==> config.mk <==
export PLATFORM = sky130hd
export DESIGN_NAME = bk_slot_sequencer
export DESIGN_NICKNAME = d
export VERILOG_FILES = /design/src/rtl/bk_pkg.sv /design/src/rtl/bk_ack_watchdog.sv /design/src/rtl/bk_slot_sequencer.sv
export SDC_FILE = /design/constraint.sdc
export NUM_CORES = 1
export LEC_CHECK = 0
export BUFFER_PORTS_ARGS = -buffer_cell sky130_fd_sc_hd__buf_2
export CELL_PAD_IN_SITES_DETAIL_PLACEMENT = 2
export CELL_PAD_IN_SITES_GLOBAL_PLACEMENT = 2
export CORE_UTILIZATION = 37
export DETAILED_ROUTE_END_ITERATION = 6
export PLACE_DENSITY = 0.89
export SYNTH_ARGS = -nofsm -noshare
export SYNTH_HDL_FRONTEND = slang
export SYNTH_SLANG_ARGS = --single-unit
export TNS_END_PERCENT = 30
==> constraint.sdc <==
create_clock -name clk_sys -period 9.5 [get_ports clk_sys]
set_input_delay 0.95 -clock clk_sys [delete_from_list [all_inputs] [get_ports clk_sys]]
set_output_delay 0.95 -clock clk_sys [all_outputs]
set_load 0.02 [all_outputs]
==> src/rtl/bk_pkg.sv <==
// Shared types and constants for the backup-RAM save-slot sequencer.
package bk_pkg;

  typedef enum logic [1:0] {
    StIdle = 2'd0,
    StReq  = 2'd1,
    StXfer = 2'd2
  } bk_state_e;

  typedef enum logic {
    OpSave = 1'b0,
    OpLoad = 1'b1
  } bk_op_e;

  localparam int unsigned SECTOR_BYTES = 512;

endpackage

==> src/rtl/bk_ack_watchdog.sv <==
// Ack watchdog: counts while enabled, flags expiry on the cycle the count reaches all ones.
module bk_ack_watchdog #(
  parameter int unsigned TO_BITS = 24
) (
  input  logic clk_sys,
  input  logic reset,
  input  logic clr,
  input  logic en,
  output logic expire
);

  logic [TO_BITS-1:0] cnt_q, cnt_d, cnt_inc;

  always_comb begin
    cnt_inc = cnt_q + TO_BITS'(1);
    cnt_d   = cnt_q;
    if (clr) begin
      cnt_d = '0;
    end else if (en) begin
      cnt_d = cnt_inc;
    end
  end

  // Abort lands on the same edge the counter reaches all ones.
  assign expire = en & ~clr & (&cnt_inc);

  always_ff @(posedge clk_sys) begin
    if (reset) begin
      cnt_q <= '0;
    end else begin
      cnt_q <= cnt_d;
    end
  end

endmodule

==> src/rtl/bk_slot_sequencer.sv <==
// Turns load/save menu requests into a run of whole-sector sd_rd/sd_wr requests for one slot.
module bk_slot_sequencer
  import bk_pkg::*;
#(
  parameter int unsigned     SLOT_BITS = 2,
  parameter int unsigned     SECT_BITS = 6,
  parameter int unsigned     LBA_W     = 32,
  parameter logic [LBA_W-1:0] LBA_BASE = '0,
  parameter int unsigned     TO_BITS   = 24
) (
  input  logic                 clk_sys,
  input  logic                 reset,
  input  logic                 ena,
  input  logic                 load_req,
  input  logic                 save_req,
  input  logic [SLOT_BITS-1:0] slot,
  output logic [LBA_W-1:0]     sd_lba,
  output logic                 sd_rd,
  output logic                 sd_wr,
  input  logic                 sd_ack,
  output logic [SECT_BITS-1:0] sect,
  output logic                 busy,
  output logic                 loading,
  output logic                 done,
  output logic                 err
);

  bk_state_e state_q, state_d;
  bk_op_e    op_q, op_d;

  logic [LBA_W-1:0]     lba_q, lba_d, slot_lba;
  logic [SECT_BITS-1:0] sect_q, sect_d;
  logic rd_q, rd_d, wr_q, wr_d, done_q, done_d, err_q, err_d;

  // Inputs are registered first; edges are detected between the two stages.
  logic load_s, load_old, save_s, save_old, ack_s, ack_old;
  logic load_start, save_start, ack_rise, ack_fall;
  logic wd_clr, wd_en, wd_expire;

  assign load_start = load_s & ~load_old;
  assign save_start = save_s & ~save_old;
  assign ack_rise   = ack_s & ~ack_old;
  assign ack_fall   = ~ack_s & ack_old;
  assign slot_lba   = LBA_BASE + LBA_W'({slot, {SECT_BITS{1'b0}}});

  // Holding the counter clear in idle gives a zero count on every entry to REQ.
  assign wd_clr = (state_q == StIdle) | (ack_s ^ ack_old);
  assign wd_en  = (state_q != StIdle);

  bk_ack_watchdog #(
    .TO_BITS (TO_BITS)
  ) u_watchdog (
    .clk_sys (clk_sys),
    .reset   (reset),
    .clr     (wd_clr),
    .en      (wd_en),
    .expire  (wd_expire)
  );

  always_comb begin
    state_d = state_q;
    op_d    = op_q;
    lba_d   = lba_q;
    sect_d  = sect_q;
    rd_d    = rd_q;
    wr_d    = wr_q;
    done_d  = 1'b0;
    err_d   = 1'b0;
    case (state_q)
      StIdle: begin
        if (load_start || save_start) begin
          op_d    = load_start ? OpLoad : OpSave;
          sect_d  = '0;
          lba_d   = slot_lba;
          rd_d    = load_start;
          wr_d    = ~load_start;
          state_d = StReq;
        end
      end
      StReq: begin
        if (wd_expire) begin
          rd_d    = 1'b0;
          wr_d    = 1'b0;
          err_d   = 1'b1;
          state_d = StIdle;
        end else if (ack_rise) begin
          rd_d    = 1'b0;
          wr_d    = 1'b0;
          state_d = StXfer;
        end
      end
      StXfer: begin
        if (wd_expire) begin
          err_d   = 1'b1;
          state_d = StIdle;
        end else if (ack_fall) begin
          if (&sect_q) begin
            done_d  = 1'b1;
            state_d = StIdle;
          end else begin
            sect_d  = sect_q + SECT_BITS'(1);
            lba_d   = lba_q + LBA_W'(1);
            rd_d    = (op_q == OpLoad);
            wr_d    = (op_q == OpSave);
            state_d = StReq;
          end
        end
      end
      default: begin
        rd_d    = 1'b0;
        wr_d    = 1'b0;
        state_d = StIdle;
      end
    endcase
  end

  always_ff @(posedge clk_sys) begin
    if (reset) begin
      load_s   <= 1'b0;
      load_old <= 1'b0;
      save_s   <= 1'b0;
      save_old <= 1'b0;
      ack_s    <= 1'b0;
      ack_old  <= 1'b0;
      state_q  <= StIdle;
      op_q     <= OpSave;
      lba_q    <= LBA_BASE;
      sect_q   <= '0;
      rd_q     <= 1'b0;
      wr_q     <= 1'b0;
      done_q   <= 1'b0;
      err_q    <= 1'b0;
    end else begin
      load_s   <= load_req & ena;
      load_old <= load_s;
      save_s   <= save_req & ena;
      save_old <= save_s;
      ack_s    <= sd_ack;
      ack_old  <= ack_s;
      state_q  <= state_d;
      op_q     <= op_d;
      lba_q    <= lba_d;
      sect_q   <= sect_d;
      rd_q     <= rd_d;
      wr_q     <= wr_d;
      done_q   <= done_d;
      err_q    <= err_d;
    end
  end

  assign sd_lba  = lba_q;
  assign sd_rd   = rd_q;
  assign sd_wr   = wr_q;
  assign sect    = sect_q;
  assign busy    = (state_q != StIdle);
  assign loading = (state_q != StIdle) & (op_q == OpLoad);
  assign done    = done_q;
  assign err     = err_q;

endmodule

==> metrics <==
clock-pin slew on the worst setup and hold paths 0.08 ns; Syn Inst Count 480; DPL Wire Length 9.04 mm; Relative slew margins 30.4%; Core Util, Final 43.0%; synth warn 0; diode count 0; status complete, no violations; Cell Pwr Density 171 nW/um2; TritonCTS buffer count 9; router iterations before antenna repair 4; first-pass GRT wire length 21.8 mm; CTS tree built; # DRC 0; Fillers 1177; Final WS setup 5.28 ns; All-Layer GR Usage 25.1%; Period Utilization, post-route 44.5%; antenna-violating nets left 0; fin area 4440 um2; commonest cells after routing, fill and taps aside dfxtp_1 (75), buf_2 (51), nor2_1 (44), nand2_1 (39), a21oi_1 (31); CP max-delay cell nand2_1; share of post-route cells with drive strength above 1 15.6%; io pins 52; fmax 237 MHz; Initial Util 38.0%; routed len/inst 20.0 um; Yosys reg bits 75; dpl ws 5.46 ns; final hold violations 0; routability cong. 0.800; Syn Area/Cell 8.17 um2; Num Clock Sinks 75; critical path capture point type register; Area contributors post-synth dfxtp_1 (38%), a31oi_1 (4.3%), nor2_1 (4.2%); vias per cell 5.90; total die area 11000 um2; max cap viols 0; DR vias 3905; number of hold buffers added after cts 0; Final setup viols 0; crit path cell chain ha_1, nand3_1, nor4_1, nand4_1, xor2_1, nor4_1, a31oi_1, nor2_2, nand2_1, a31oi_1; area share of the largest cell type after synthesis 38.3%; DP Area 4260 um2; Worst VDD drop 0.0578 mV; RSZ-0062 raised after global routing no; Resized Gates After CTS 0; vias in the first global route 4178; Core Area 10300 um2; H-Tree Depth 3; setup bufs post-CTS 0; I/O Buffers 51; clock buffer depth 2; ys async rst share 0%; Primary FF master, synth dfxtp_1; global route overflow 0; min Tclk post-route 4.22 ns; initial antenna violation count 0; crit path DAT 4.49 ns; final slew viol count 0; Worst Setup Start Kind register; CP max FO 22; drt first-iter violations 137; Die Y 105 um; syn nets 499; Hold Crit Class reg2reg; static leakage 1.61 nW; WL final 13.3 mm; commonest non-fill, non-tap cell in the layout dfxtp_1; root buffer cell clkbuf_8; CP max stage delay 0.66 ns; clk_lat worst skew 0.37 ns; worst-case clock skew 0.0121 ns; Setup TNS 0 ns; Layout area overhead 13.3%; Netlist cell types 61; WP data required 9.77 ns; kind of critical path reg2reg; Worst-Margin Slew 1.04 ns; sequential fraction of the synthesis area 38.3%; Layout Nets 541; Syn Std Cell Area 3920 um2; Yosys top cell by area dfxtp_1; Post-synth EDFFs 0; die span in x 105 um; largest net degree at the start of global routing 27; Rows 37
==> critical path: cells and delay by family (launching register included) <==
| kind | cells | cell delay (ns) |
|---|---|---|
| AOI/OAI and AO/OA | 2 | 0.65 |
| xor gates and xnor gates | 1 | 0.23 |
| adders and majority gates | 1 | 0.38 |
| and+or+nand+nor | 6 | 2.33 |
| DFF | 1 | 0.53 |
==> layout make-up <==
class                   count  area (um2)  share of cell area, %
clock buffers               9         124                   2.79
clock inverters             6        57.6                   1.30
inverters                  16        60.1                   1.35
multi-input cells         367        2260                   50.9
flip-flops and latches     75        1500                   33.8
well taps                 136         170                   3.83
repair buffers             53         270                   6.08
==> cells in the mapped netlist (all sizes together) (2+ instances only) <==
master	n
nand2b	14
xnor2	13
nand4b	2
and4	3
mux2i	2
clkbuf	16
a31oi	27
nor3	15
a211oi	3
o311a	2
a22o	3
ha	11
o22ai	4
o31ai	3
or2	3
and3	19
nor4	9
dfxtp	75
o31a	2
inv	16
nor2	46
o21bai	2
o32ai	2
a41oi	8
or4	2
nand4	12
nor2b	9
o21ai	14
xor2	6
a21oi	31
nand2	39
buf	6
and2	4
nand3	32
o211ai	4
or3	9
==> final timing paths <==
kind               to  slack [ns]                start  cells after the start
max           sect[3]        5.28  u_watchdog.cnt_q[1]                     10
min          save_old        0.47               save_s                      1
max reg2reg   sect[3]        5.28  u_watchdog.cnt_q[1]                     10
min reg2reg  save_old        0.47               save_s                      1
==> cell families (layout without fill, tap and decap cells) <==
| logic type | count (synthesis) | after routing | synth area share, % |
|---|---|---|---|
| AND/OR/NAND/NOR | 222 | 222 | 30.4 |
| XOR/XNOR | 19 | 19 | 4.24 |
| flip-flops | 75 | 75 | 38.3 |
| AO/OA/AOI/OAI | 113 | 113 | 19.0 |
| adder cells (fa/ha/maj) | 11 | 11 | 3.51 |
| buffers and inverters | 38 | 84 | 4.11 |
| multiplexers | 2 | 2 | 0.510 |
==> registers in the layout (all words and copies together) (netlist names), 2 cells and up <==
name              count
sd_lba               32
sect                  6
state_q               2
u_watchdog.cnt_q     24
==> where the power goes <==
group	total, mW	switching [mW]	internal (mW)
clock network	0.244	0.126	0.118
logic	0.173	0.127	0.0460
registers	0.342	0.0160	0.326
==> through the flow <==
step | power [mW] | hold slack [ns] | instances
finish | 0.759 | 0.465 | 662
detailed placement | 0.518 | 0.455 | 647
floorplan | 0.461 | 0.430 | 480
global placement | 0.511 | 0.445 | 647
CTS | 0.764 | 0.469 | 662
global route | 0.794 | 0.486 | 662
==> per-layer routing <==
metal	part of all wire, %	vias to the layer above	global-route usage [%]	routed length [um]
met5	0	-	0	0
met4	2.0	0	9.66	259
met3	3.6	22	4.55	479
met2	48	75	41.4	6310
met1	47	1965	32.5	6220
li1	-	1843	-	-
Power figures use the tool's default switching activity.
